[config.mk]
export PLATFORM = sky130hd
export DESIGN_NAME = hub75_scan_sequencer_flat
export DESIGN_NICKNAME = d
export VERILOG_FILES = /design/src/rtl/hub75_pkg.sv /design/src/rtl/hub75_scan_sequencer_if.sv /design/src/rtl/hub75_bcm_timer.sv /design/src/rtl/hub75_scan_sequencer.sv /design/src/flat_wrapper.sv
export SDC_FILE = /design/constraint.sdc
export NUM_CORES = 1
export LEC_CHECK = 0
export CORE_UTILIZATION = 46
export DETAILED_ROUTE_END_ITERATION = 8
export MAX_ROUTING_LAYER = met4
export PLACE_DENSITY_LB_ADDON = 0.2
export SLEW_MARGIN = 20
export SYNTH_ARGS = -nofsm -noshare
export SYNTH_HDL_FRONTEND = slang
export SYNTH_HIERARCHICAL = 1
export SYNTH_SLANG_ARGS = --single-unit
[constraint.sdc]
create_clock -name clk -period 2.4 [get_ports clk]
set_input_delay 0.24 -clock clk [delete_from_list [all_inputs] [get_ports clk]]
set_output_delay 0.24 -clock clk [all_outputs]
set_load 0.02 [all_outputs]
[src/rtl/hub75_pkg.sv]
// rtl/hub75_pkg.sv - shared FSM states and constants for the HUB75 scan sequencer
// HUB75_GHOST_BLANK_EN: when defined, BLANK is stretched to 4 cycles to suppress ghosting.
package hub75_pkg;

   typedef enum logic [2:0] {
      ST_IDLE,
      ST_SHIFT,
      ST_BLANK,
      ST_LATCH,
      ST_DISPLAY
   } hub75_state_t;

   // Bit positions inside fb_rd_data = {b1,b0,g1,g0,r1,r0}
   localparam int RD_R0 = 0;
   localparam int RD_R1 = 1;
   localparam int RD_G0 = 2;
   localparam int RD_G1 = 3;
   localparam int RD_B0 = 4;
   localparam int RD_B1 = 5;

   localparam int BLANK_CYCLES_STD   = 1;
   localparam int BLANK_CYCLES_GHOST = 4;

`ifdef HUB75_GHOST_BLANK_EN
   localparam int BLANK_CYCLES = BLANK_CYCLES_GHOST;
`else
   localparam int BLANK_CYCLES = BLANK_CYCLES_STD;
`endif

   localparam logic [1:0] BLANK_LAST = 2'(BLANK_CYCLES - 1);

endpackage

[src/rtl/hub75_scan_sequencer_if.sv]
// rtl/hub75_scan_sequencer_if.sv - framebuffer read port and buffer-swap handshake
interface hub75_scan_sequencer_if #(
   parameter int COLUMNS      = 64,
   parameter int ROW_ADDRS    = 16,
   parameter int BITS_PER_RGB = 4
) ();

   logic                            fb_rd_en;
   logic [$clog2(COLUMNS)-1:0]      fb_rd_col;
   logic [$clog2(ROW_ADDRS)-1:0]    fb_rd_row;
   logic [$clog2(BITS_PER_RGB)-1:0] fb_rd_plane;
   logic [5:0]                      fb_rd_data;
   logic                            fb_sel;
   logic                            swap_req;
   logic                            swap_ack;

   modport master (
      output fb_rd_en, fb_rd_col, fb_rd_row, fb_rd_plane, fb_sel, swap_ack,
      input  fb_rd_data, swap_req
   );

   modport slave (
      input  fb_rd_en, fb_rd_col, fb_rd_row, fb_rd_plane, fb_sel, swap_ack,
      output fb_rd_data, swap_req
   );

endinterface

[src/rtl/hub75_bcm_timer.sv]
// rtl/hub75_bcm_timer.sv - DISPLAY down-counter; done marks the last OE-low cycle
module hub75_bcm_timer #(
   parameter int WIDTH = 8
) (
   input  logic             clk,
   input  logic             reset,
   input  logic             load,
   input  logic [WIDTH-1:0] load_value,
   output logic             done
);

   logic [WIDTH-1:0] count;

   always_ff @(posedge clk or posedge reset) begin
      if (reset) begin
         count <= '0;
      end else if (load) begin
         count <= load_value;
      end else if (count != '0) begin
         count <= count - 1'b1;
      end
   end

   assign done = (count == WIDTH'(1));

endmodule

[src/rtl/hub75_scan_sequencer.sv]
// rtl/hub75_scan_sequencer.sv - HUB75 panel scan FSM: shift, blank, latch, BCM display
// Optional HUB75_GHOST_BLANK_EN (see hub75_pkg) lengthens BLANK.
module hub75_scan_sequencer
   import hub75_pkg::*;
#(
   parameter int COLUMNS      = 64,
   parameter int ROW_ADDRS    = 16,
   parameter int BITS_PER_RGB = 4,
   parameter int ON_BASE      = 8
) (
   input  logic                         clk,
   input  logic                         reset,
   input  logic                         enable,
   hub75_scan_sequencer_if.master       fb,
   output logic [1:0]                   hub75_red,
   output logic [1:0]                   hub75_green,
   output logic [1:0]                   hub75_blue,
   output logic [$clog2(ROW_ADDRS)-1:0] hub75_addr,
   output logic                         hub75_clk,
   output logic                         hub75_latch,
   output logic                         hub75_oe
);

   localparam int COL_W   = $clog2(COLUMNS);
   localparam int ROW_W   = $clog2(ROW_ADDRS);
   localparam int PLANE_W = $clog2(BITS_PER_RGB);
   localparam int STEP_W  = $clog2(2 * COLUMNS + 1);
   localparam int ON_W    = $clog2((ON_BASE << (BITS_PER_RGB - 1)) + 1);

   localparam logic [STEP_W-1:0]  SHIFT_LAST = STEP_W'(2 * COLUMNS);
   localparam logic [ROW_W-1:0]   ROW_LAST   = ROW_W'(ROW_ADDRS - 1);
   localparam logic [PLANE_W-1:0] PLANE_LAST = PLANE_W'(BITS_PER_RGB - 1);

   hub75_state_t       state, next_state;
   logic [STEP_W-1:0]  step_cnt;
   logic [1:0]         blank_cnt;
   logic [ROW_W-1:0]   row_q;
   logic [PLANE_W-1:0] plane_q;
   logic [ROW_W-1:0]   addr_q;
   logic [5:0]         rgb_q;
   logic               fb_sel_q;
   logic               swap_ack_q;
   logic               stop_q;

   logic shift_odd;
   logic rd_en;
   logic clk_out;
   logic latch_out;
   logic oe_out;
   logic timer_load;
   logic timer_done;
   logic plane_end;
   logic frame_end;

   hub75_bcm_timer #(.WIDTH(ON_W)) u_bcm_timer (
      .clk        (clk),
      .reset      (reset),
      .load       (timer_load),
      .load_value (ON_W'(ON_BASE) << plane_q),
      .done       (timer_done)
   );

   always_ff @(posedge clk or posedge reset) begin
      if (reset) begin
         state <= ST_IDLE;
      end else begin
         state <= next_state;
      end
   end

   // SHIFT step k: even k < 2*COLUMNS reads column k/2, odd k presents data, even k > 0 clocks it
   always_comb begin
      next_state = state;
      shift_odd  = 1'b0;
      rd_en      = 1'b0;
      clk_out    = 1'b0;
      latch_out  = 1'b0;
      oe_out     = 1'b1;
      timer_load = 1'b0;
      case (state)
         ST_IDLE: begin
            if (enable) next_state = ST_SHIFT;
         end
         ST_SHIFT: begin
            shift_odd = step_cnt[0];
            rd_en     = !step_cnt[0] && (step_cnt != SHIFT_LAST);
            clk_out   = !step_cnt[0] && (step_cnt != '0);
            if (step_cnt == SHIFT_LAST) next_state = ST_BLANK;
         end
         ST_BLANK: begin
            if (blank_cnt == BLANK_LAST) next_state = ST_LATCH;
         end
         ST_LATCH: begin
            latch_out  = 1'b1;
            timer_load = 1'b1;
            next_state = ST_DISPLAY;
         end
         ST_DISPLAY: begin
            oe_out = 1'b0;
            if (timer_done) next_state = (stop_q || !enable) ? ST_IDLE : ST_SHIFT;
         end
         default: next_state = ST_IDLE;
      endcase
   end

   assign plane_end = (state == ST_DISPLAY) && timer_done;
   assign frame_end = plane_end && (plane_q == PLANE_LAST) && (row_q == ROW_LAST);

   always_ff @(posedge clk or posedge reset) begin
      if (reset) begin
         step_cnt  <= '0;
         blank_cnt <= '0;
         rgb_q     <= '0;
         addr_q    <= '0;
      end else begin
         step_cnt  <= (state == ST_SHIFT && next_state == ST_SHIFT) ? step_cnt + 1'b1 : '0;
         blank_cnt <= (state == ST_BLANK && next_state == ST_BLANK) ? blank_cnt + 1'b1 : '0;
         if (shift_odd) rgb_q <= fb.fb_rd_data;
         // Address moves on entry to BLANK so the change is always covered by OE high
         if (state == ST_SHIFT && next_state == ST_BLANK) addr_q <= row_q;
      end
   end

   always_ff @(posedge clk or posedge reset) begin
      if (reset) begin
         row_q      <= '0;
         plane_q    <= '0;
         stop_q     <= 1'b0;
         fb_sel_q   <= 1'b0;
         swap_ack_q <= 1'b0;
      end else begin
         if (state == ST_IDLE) begin
            stop_q <= 1'b0;
         end else if (!enable) begin
            stop_q <= 1'b1;
         end

         if (plane_end) begin
            if (next_state == ST_IDLE) begin
               row_q   <= '0;
               plane_q <= '0;
            end else if (plane_q == PLANE_LAST) begin
               plane_q <= '0;
               row_q   <= (row_q == ROW_LAST) ? '0 : row_q + 1'b1;
            end else begin
               plane_q <= plane_q + 1'b1;
            end
         end

         swap_ack_q <= frame_end && fb.swap_req;
         if (frame_end && fb.swap_req) fb_sel_q <= ~fb_sel_q;
      end
   end

   assign fb.fb_rd_en    = rd_en;
   assign fb.fb_rd_col   = COL_W'(step_cnt >> 1);
   assign fb.fb_rd_row   = row_q;
   assign fb.fb_rd_plane = plane_q;
   assign fb.fb_sel      = fb_sel_q;
   assign fb.swap_ack    = swap_ack_q;

   // Read data arrives in the odd step itself; the register holds it through the clock edge
   assign hub75_red   = shift_odd ? {fb.fb_rd_data[RD_R1], fb.fb_rd_data[RD_R0]} : {rgb_q[RD_R1], rgb_q[RD_R0]};
   assign hub75_green = shift_odd ? {fb.fb_rd_data[RD_G1], fb.fb_rd_data[RD_G0]} : {rgb_q[RD_G1], rgb_q[RD_G0]};
   assign hub75_blue  = shift_odd ? {fb.fb_rd_data[RD_B1], fb.fb_rd_data[RD_B0]} : {rgb_q[RD_B1], rgb_q[RD_B0]};

   assign hub75_addr  = addr_q;
   assign hub75_clk   = clk_out;
   assign hub75_latch = latch_out;
   assign hub75_oe    = oe_out;

endmodule

[src/flat_wrapper.sv]
// flat-port wrapper written by rule: the top's interface ports become plain ports
module hub75_scan_sequencer_flat import hub75_pkg::*;
#(
   parameter int COLUMNS      = 64,
   parameter int ROW_ADDRS    = 16,
   parameter int BITS_PER_RGB = 4,
   parameter int ON_BASE      = 8
)
  (clk, reset, enable, hub75_red, hub75_green, hub75_blue, hub75_addr, hub75_clk, hub75_latch, hub75_oe, fb_fb_rd_en, fb_fb_rd_col, fb_fb_rd_row, fb_fb_rd_plane, fb_fb_sel, fb_swap_ack, fb_fb_rd_data, fb_swap_req);
  hub75_scan_sequencer_if #(.COLUMNS(COLUMNS), .ROW_ADDRS(ROW_ADDRS), .BITS_PER_RGB(BITS_PER_RGB)) fb_i ();
  input  logic clk;
  input  logic reset;
  input  logic enable;
  output logic [1:0] hub75_red;
  output logic [1:0] hub75_green;
  output logic [1:0] hub75_blue;
  output logic [$clog2(ROW_ADDRS)-1:0] hub75_addr;
  output logic hub75_clk;
  output logic hub75_latch;
  output logic hub75_oe;
  output wire logic [$bits(fb_i.fb_rd_en)-1:0] fb_fb_rd_en;
  output wire logic [$bits(fb_i.fb_rd_col)-1:0] fb_fb_rd_col;
  output wire logic [$bits(fb_i.fb_rd_row)-1:0] fb_fb_rd_row;
  output wire logic [$bits(fb_i.fb_rd_plane)-1:0] fb_fb_rd_plane;
  output wire logic [$bits(fb_i.fb_sel)-1:0] fb_fb_sel;
  output wire logic [$bits(fb_i.swap_ack)-1:0] fb_swap_ack;
  input wire logic [$bits(fb_i.fb_rd_data)-1:0] fb_fb_rd_data;
  input wire logic [$bits(fb_i.swap_req)-1:0] fb_swap_req;
  assign fb_fb_rd_en = fb_i.fb_rd_en;
  assign fb_fb_rd_col = fb_i.fb_rd_col;
  assign fb_fb_rd_row = fb_i.fb_rd_row;
  assign fb_fb_rd_plane = fb_i.fb_rd_plane;
  assign fb_fb_sel = fb_i.fb_sel;
  assign fb_swap_ack = fb_i.swap_ack;
  assign fb_i.fb_rd_data = fb_fb_rd_data;
  assign fb_i.swap_req = fb_swap_req;
  hub75_scan_sequencer #(.COLUMNS(COLUMNS), .ROW_ADDRS(ROW_ADDRS), .BITS_PER_RGB(BITS_PER_RGB), .ON_BASE(ON_BASE)) u_core (.clk(clk), .reset(reset), .enable(enable), .fb(fb_i), .hub75_red(hub75_red), .hub75_green(hub75_green), .hub75_blue(hub75_blue), .hub75_addr(hub75_addr), .hub75_clk(hub75_clk), .hub75_latch(hub75_latch), .hub75_oe(hub75_oe));
endmodule
==> summary.txt, run 1 <==
Status
  • Status: complete, but fails checks
  • Violated checks: design-rule violations

Worst setup path
  • CP startpoint: u_core/u_bcm_timer/count[5]
  • Worst flop-to-flop path endpoint: u_core/fb.fb_rd_row[1]
  • CP endpoint kind: flop
  • Worst Path Max Fanout: 5
  • R2R setup slack: 150 ps
  • RR Startpoint: u_core/u_bcm_timer/count[5]
  • WS Path Type: reg -> reg
  • WP data required: 2560 ps
  • CP arrival: between 2000 and 2500 ps
  • Crit path to: u_core/fb.fb_rd_row[1]
  • Worst r2r path cells: 6
  • Worst setup SP type: flop

Cells and area
  • Layout cells sized above 1: 0.173
  • Final std cells w/o fill: 301
  • Number of diodes: 0
  • Final net count: 269
  • Finished Core Util: 0.617
  • Area grow syn2layout: 26.2%
  • Fillers: 369

Clock tree
  • Post-CTS Hold Buffers: 0
  • Setup bufs post-CTS: 0
  • H-tree levels: 2
  • Worst skew pair latency: between 200 and 300 ps
  • Clock root buffer: clkbuf_8
  • TritonCTS Buffers: 5
  • Largest buffer count on any clock path: 2
  • CTS clk-pin slew, worst paths: 80 ps
  • Clk sinks: 39
  • CTS tree: built

Power and ir drop
  • Sw frac: 0.203
  • Part of the power in combinational logic: 0.041
  • NetSw: ~260 µW
  • Clock power frac: 0.443
  • Sequential share of power: 0.516
  • Worst VDD drop: 0.302 mV
  • P per Cell Area: approximately 470 nW/µm²
  • Internal Power: ~1000 µW
  • Leakage: approximately 0.0013 µW

Synthesis
  • Dominant cell by count in the synthesized netlist: dfrtp_1
  • Synthesized flop and latch total: 39
  • Synth top area share: 0.450
  • Top cells by area, synth: dfrtp_1, ha_1, mux2_2
  • Number of flops mapped to enable cells by yosys: 0
  • Synth area leader: dfrtp_1
  • Syn_area_per_cell: 10.6 µm²
  • Synth cell types: between 50 and 60
  • Async SR Flop Fraction: 1.00
  • Cell count after synthesis: 204
  • Synthesized area: 2170 µm²
  • Ys Warns: 6
  • Ys flop type: dfrtp_1
  • Register area share after synthesis: 0.450
  • Post-synth top cells: dfrtp_1, nor2_1, inv_1, nand2_1, ha_1

STA
  • Max Clk Rate: 0.444 GHz
  • Final worst slack: approximately 150 ps
  • Final TNS setup: 0 ps
  • Fin. max-slew vios: 0
  • Final period util: 0.938
  • Final Hold Viols: 0
  • Setup Viol. Count Final: 0
  • Crit path time final: around 2300 ps
  • Skew final: 2.09 ps
  • Unrepaired setup endpoints after global routing: false

Floorplanning
  • Vert. Die Dim: 70.7 µm
  • Die area: 5000 µm²
  • Initial Util: 0.488
  • Io pins: 38
  • Die X: 70.7 µm
  • Row count: 24
  • Core area: around 4400 µm²

Place
  • DP Worst Slack: 11.7 ps
  • RePlAce Congestion: 0.756
  • Count of input and output buffers: 37
  • HPWL Detailed: between 3 and 4 mm
  • Placed Instances: roughly 300

Global route
  • Largest net degree at the start of global routing: 33
  • Gr usage total: 0.208
  • Global-route wire length before repair: 7.88 mm
  • GRT overflow: 0
  • Vias in the first global route: 1,657
  • Initial antenna violation count: 0

Drt
  • Iteration-0 DRC count of the detailed router: 83
  • DR vias/cell: 5.37
  • Via count: 1,615
  • Final wirelength: 4.39 mm
  • DRC viols: 2
  • Initial DRT Pass Iterations: 8
  • ANT nets after route: 0
  • Routed length per instance: 14.6 µm

Job
  • Max-capacitance violation count: 0

Min path
  • Hold Crit Class: in -> async
worst min path at each step:
stage / depth (start not counted) / slack [ps] / to / start
6_report: 2 / 210 / u_core/u_bcm_timer/count[4] / reset
2_1_floorplan: 1 / 40 / u_core/u_bcm_timer/count[0] / reset
3_3_place_gp: 1 / 430 / u_core/blank_cnt[0] / u_core/blank_cnt[0]
3_5_place_dp: 1 / 430 / u_core/blank_cnt[0] / u_core/blank_cnt[0]
5_1_grt: 2 / 230 / u_core/u_bcm_timer/count[4] / reset
4_1_cts: 2 / 220 / u_core/u_bcm_timer/count[0] / reset
registers in the layout (all words and copies together) (netlist names):
signal	count
u_core/fb.fb_rd_row	4
u_core/u_bcm_timer/count	7
u_core/fb.swap_ack	1
u_core/stop_q	1
u_core/fb.fb_rd_plane	2
u_core/rgb_q	6
u_core/blank_cnt	2
u_core/state	3
u_core/fb.fb_sel	1
u_core/hub75_addr	4
u_core/step_cnt	8
metrics by stage:
step / total power, µW / cell area, µm² / hold slack [ps]
3_3_place_gp: 731 / 2610 / 428
2_1_floorplan: 700 / 2180 / 43.4
5_1_grt: 1340 / 2740 / 227
3_5_place_dp: 732 / 2610 / 427
6_report: 1290 / 2740 / 213
4_1_cts: 1300 / 2720 / 219
power groups by stage:
| stage | logic (µW) | clock network, µW | registers, µW |
|---|---|---|---|
| after floorplan | 25.0 | 0 | 675 |
| after global placement | 55.3 | 0 | 676 |
| after detailed placement | 55.9 | 0 | 676 |
| after CTS | 56.3 | 583 | 663 |
| after global routing | 59.1 | 613 | 663 |
| final | 53.1 | 569 | 663 |
logic make-up after synthesis:
kind of cell | count (synthesis) | synth area share
flops | 39 | 0.450
simple gates | 78 | 0.220
xor+xnor | 9 | 0.0363
compound gates | 29 | 0.113
mux | 10 | 0.0513
fa+ha+maj | 11 | 0.0634
buf+inv | 27 | 0.0646
other cells | 1 | 0.00173
area by class of cell:
cell class                 instances  area (µm²)  area share
multi-input combinational        140        1070       0.389
sequential                        39         976       0.356
timing repair buffer              47         458       0.167
clock buffer                       6        82.6      0.0301
tap                               52        65.1      0.0237
inverter                          15        56.3      0.0205
clock inverter                     2        35.0      0.0128
cell usage in the layout, fill, tap and decap left out, types with 4 or more instances in the layout:
cell type | Yosys | routed
mux2_2 | 9 | 9
buf_4 | 8 | 10
dfrtp_1 | 39 | 39
inv_1 | 15 | 15
o21ai_0 | 4 | 4
dlymetal6s2s_1 | 0 | 6
xor2_1 | 6 | 6
nand3_1 | 9 | 9
nand2_1 | 14 | 14
nor2_1 | 16 | 16
and3_1 | 4 | 4
nor3_1 | 7 | 7
clkbuf_8 | 0 | 6
nand2b_1 | 5 | 5
o31ai_1 | 4 | 4
ha_1 | 11 | 11
clkdlybuf4s50_1 | 0 | 29
metal layers:
layer  global-route usage  share of wire  routed length (µm)  vias to the layer above
li1                     -              -                   -                      790
met1                0.281           0.48                2110                      778
met2                0.314           0.46                2040                       39
met5                    -              0                   0                        -
met3               0.0442          0.036                 158                        8
met4               0.0667          0.018                  80                        0
repair_timing:
| item | in CTS | in global routing |
|---|---|---|
| gates resized for setup | 2 | 7 |
| hold endpoints to repair | 0 | 0 |
| gates cloned | 0 | 0 |
| endpoints found under the setup margin | 2 | 12 |
critical path, stage by stage, from the launching register on:
cell and delay (ps):
dfrtp_1 430, or4_4 600, nor3b_2 280, nor2_1 90
a311o_1 380, o2111ai_1 200, o311ai_1 130
No activity file was read; power rests on OpenSTA's default activity.
==> inputs of run 2 (changes only) <==
- SYNTH_HIERARCHICAL: 1 -> not set
==> run 2 against run 1 <==
  * The run now ends clean
  * Die area shrank 8.0%
  * First-iteration DRC count up 3.6%
  * Area after synthesis fell by 8.2%
  * Wire length decreased by 11%
  * Sequential share of layout area up 3.5 points
  * Highest routed layer unchanged
  * Register-to-register slack gained 260 ps
  * Count of clock-buffer cells in the layout is 1 higher
  * Clock skew increased by 5.6 ps
==> summary.txt, run 2 <==
Global route
  • Initial antenna violation count: 0 (unchanged)
  • Largest net degree at the start of global routing: 27 (-18%)
  • Gr usage total: 0.202 (-0.00554)
  • Global-route wire length before repair: 6.46 mm (-18%)
  • Vias in the first global route: 1,418 (-14%)
  • GRT overflow: 0 (unchanged)

Synthesis
  • Cell count after synthesis: 192 (-5.9%)
  • Post-synth top cells: dfrtp_1, nand2_1, nor2_1, inv_1
  • Ys Warns: 0 (-6)
  • Synthesized area: 1990 µm² (-8.2%)
  • Synthesized flop and latch total: 39 (unchanged)
  • Syn_area_per_cell: 10.4 µm² (-2.5%)
  • Synth cell types: 38 (-25%)
  • Top cells by area, synth: dfrtp_1, ha_1, mux2_2
  • Ys flop type: dfrtp_1
  • Post-Syn Nets: 212
  • Synth top area share: 0.490 (+0.0404)
  • Dominant cell by count in the synthesized netlist: dfrtp_1
  • Register area share after synthesis: 0.490 (+0.0404)
  • Synth area leader: dfrtp_1
  • Async SR Flop Fraction: 1.00 (unchanged)
  • Number of flops mapped to enable cells by yosys: 0 (unchanged)

Clock tree
  • H-tree levels: 2 (unchanged)
  • CTS tree: built
  • Clock root buffer: clkbuf_8
  • TritonCTS Buffers: 5 (unchanged)
  • Setup bufs post-CTS: 0 (unchanged)
  • Largest buffer count on any clock path: 2 (unchanged)
  • Clk sinks: 39 (unchanged)
  • Worst skew pair latency: 290 ps (about the same)
  • CTS clk-pin slew, worst paths: 70 ps (about the same)
  • Post-CTS Hold Buffers: 0 (unchanged)

Power and ir drop
  • Part of the power in combinational logic: 0.047 (+0.006)
  • P per Cell Area: 456 nW/µm² (-2.8%)
  • Worst VDD drop: 0.309 mV (+2.4%)
  • NetSw: 244 µW (-6.7%)
  • Sequential share of power: 0.583 (+0.067)
  • Leakage: 0.00119 µW (-7.4%)
  • Clock power frac: 0.370 (-0.073)
  • Internal Power: 893 µW (-13%)
  • Sw frac: 0.215 (+0.0111)

Floorplanning
  • Die area: 4600 µm² (-8.0%)
  • Row count: 23 (-4.2%)
  • Io pins: 38 (unchanged)
  • Vert. Die Dim: 67.8 µm (-4.1%)
  • Core area: 4090 µm² (-8.1%)
  • Die X: 67.8 µm (-4.1%)
  • Initial Util: 0.487 (-0.00101)

Cells and area
  • Number of diodes: 0 (unchanged)
  • Top reg by flops: u_core.step_cnt
  • Final net count: 250 (-7.1%)
  • Largest register FFs: 8 (unchanged)
  • Most frequent cells in the layout: dfrtp_1, clkdlybuf4s50_1, nand2_1
  • Largest regs: u_core.step_cnt: 8 flops, u_core.u_bcm_timer.count: 7 flops, u_core.rgb_q: 6 flops
  • Commonest non-fill, non-tap cell in the layout: dfrtp_1
  • Fillers: 355 (-3.8%)
  • Layout cells sized above 1: 0.121 (-0.0515)
  • Area grow syn2layout: 25.3%
  • Finished Cell Area: 2490 µm² (-8.9%)

Status
  • Status: complete, no violations

Drt
  • DRC viols: 0 (-2)
  • Initial DRT Pass Iterations: 4 (-4)
  • ANT nets after route: 0 (unchanged)
  • Routed length per instance: 13.9 µm (-4.9%)
  • Final wirelength: 3.90 mm (-11%)
  • DR vias/cell: 5.12 (-4.6%)
  • Iteration-0 DRC count of the detailed router: 86 (+3.6%)
  • Via count: 1,439 (-11%)

Worst setup path
  • Worst setup SP type: flop
  • CP startpoint: u_core.state[1]
  • Crit path to: hub75_latch
  • Worst Path Max Fanout: 5 (unchanged)
  • CP arrival: 1980 ps (-430 ps)
  • RR Startpoint: u_core.step_cnt[0]
  • WP data required: 2160 ps (-400 ps)
  • WS Path Type: reg -> out
  • CP endpoint kind: output pin
  • R2R setup slack: 410 ps (+260 ps)
  • Worst r2r path cells: 7 (+1)
  • Worst flop-to-flop path endpoint: u_core.fb.fb_rd_plane[1]

Min path
  • Hold Crit Class: in -> async

Place
  • Area after DPL: 2390 µm² (-8.1%)
  • Count of input and output buffers: 37 (unchanged)
  • RePlAce Congestion: 0.801 (+5.9%)
  • HPWL Detailed: 2.84 mm (-9.9%)

STA
  • Max Clk Rate: 0.450 GHz (+1.2%)
  • Final period util: 0.926 (-0.0114)
  • Unrepaired setup endpoints after global routing: false
  • Crit path time final: 2220 ps (-27.3 ps)
  • Worst slew margin: 0.602
  • Fin. max-slew vios: 0 (unchanged)
  • Final Hold Viols: 0 (unchanged)
  • Skew final: 7.70 ps (+5.61 ps)
  • Final TNS setup: 0 ps (unchanged)
  • Hold slack: 314 ps (+101 ps)
  • Slew at the pin closest to its max-slew limit: 597 ps
  • Setup Viol. Count Final: 0 (unchanged)

Job
  • Max-capacitance violation count: 0 (unchanged)
==> run 2: worst max-delay path, cell delays in order, from the launching register on <==
cell,delay [ps]
dfrtp_1,460
nor2b_1,370
nand2_1,160
inv_1,110
clkdlybuf4s50_1,600
==> run 2: kinds of logic (layout without fill, tap and decap cells) <==
logic type / count (synthesis) / after routing / share of synthesized area
buffers and inverters: 22 / 61 / 0.0572
AO/OA/AOI/OAI: 19 / 19 / 0.0528
XOR/XNOR: 10 / 10 / 0.0440
adder cells (fa/ha/maj): 10 / 10 / 0.0628
flip-flops: 39 / 39 / 0.490
AND/OR/NAND/NOR: 81 / 81 / 0.232
multiplexers: 11 / 11 / 0.0616
==> run 2: how the worst min path moves through the flow <==
stage / slack, ps / to / depth (start not counted)
2_1_floorplan: 400 / u_core.fb.swap_ack / 2
3_3_place_gp: 430 / u_core.blank_cnt[0] / 1
3_5_place_dp: 430 / u_core.blank_cnt[0] / 1
4_1_cts: 320 / u_core.step_cnt[0] / 2
5_1_grt: 370 / u_core.step_cnt[5] / 2
6_report: 310 / u_core.step_cnt[5] / 2
==> run 2: final cells by class <==
class / instances / area, µm² / area share
flip-flops and latches: 39 / 976 / 0.391
multi-input cells: 131 / 911 / 0.365
repair buffers: 40 / 415 / 0.166
clock buffers: 7 / 76.3 / 0.0306
well taps: 50 / 62.6 / 0.0251
inverters: 13 / 48.8 / 0.0196
clock inverters: 1 / 5.00 / 0.00201
==> run 2: power by group through the flow <==
| stage | clock (µW) | sequential [µW] | combinational [µW] |
|---|---|---|---|
| finish | 420 | 663 | 53.8 |
| global route | 465 | 663 | 59.5 |
| CTS | 445 | 663 | 56.3 |
| detailed placement | 0 | 676 | 57.1 |
| global placement | 0 | 676 | 56.4 |
| floorplan | 0 | 675 | 23.8 |
==> run 2: timing repair <==
action	CTS	global route
endpoints found under the setup margin	7	5
endpoints found under the hold margin	0	0
resized for setup	4	6
==> run 2: per-layer routing <==
| metal | GRT usage | wire length [µm] |
|---|---|---|
| met1 | 0.241 | 1730 |
| met2 | 0.319 | 1950 |
| met3 | 0.0389 | 109 |
| met4 | 0.115 | 106 |
| met5 | - | 0 |
==> run 2: per-stage QoR <==
| step | total power [µW] | worst slack, ps | instances | utilization |
|---|---|---|---|---|
| 2_1_floorplan | 699 | 675 | 192 | - |
| 3_3_place_gp | 732 | 231 | 273 | 0.586 |
| 3_5_place_dp | 733 | 204 | 273 | 0.586 |
| 4_1_cts | 1160 | 1.90 | 281 | 0.606 |
| 5_1_grt | 1190 | 65.1 | 281 | 0.611 |
| 6_report | 1140 | 176 | 281 | 0.611 |
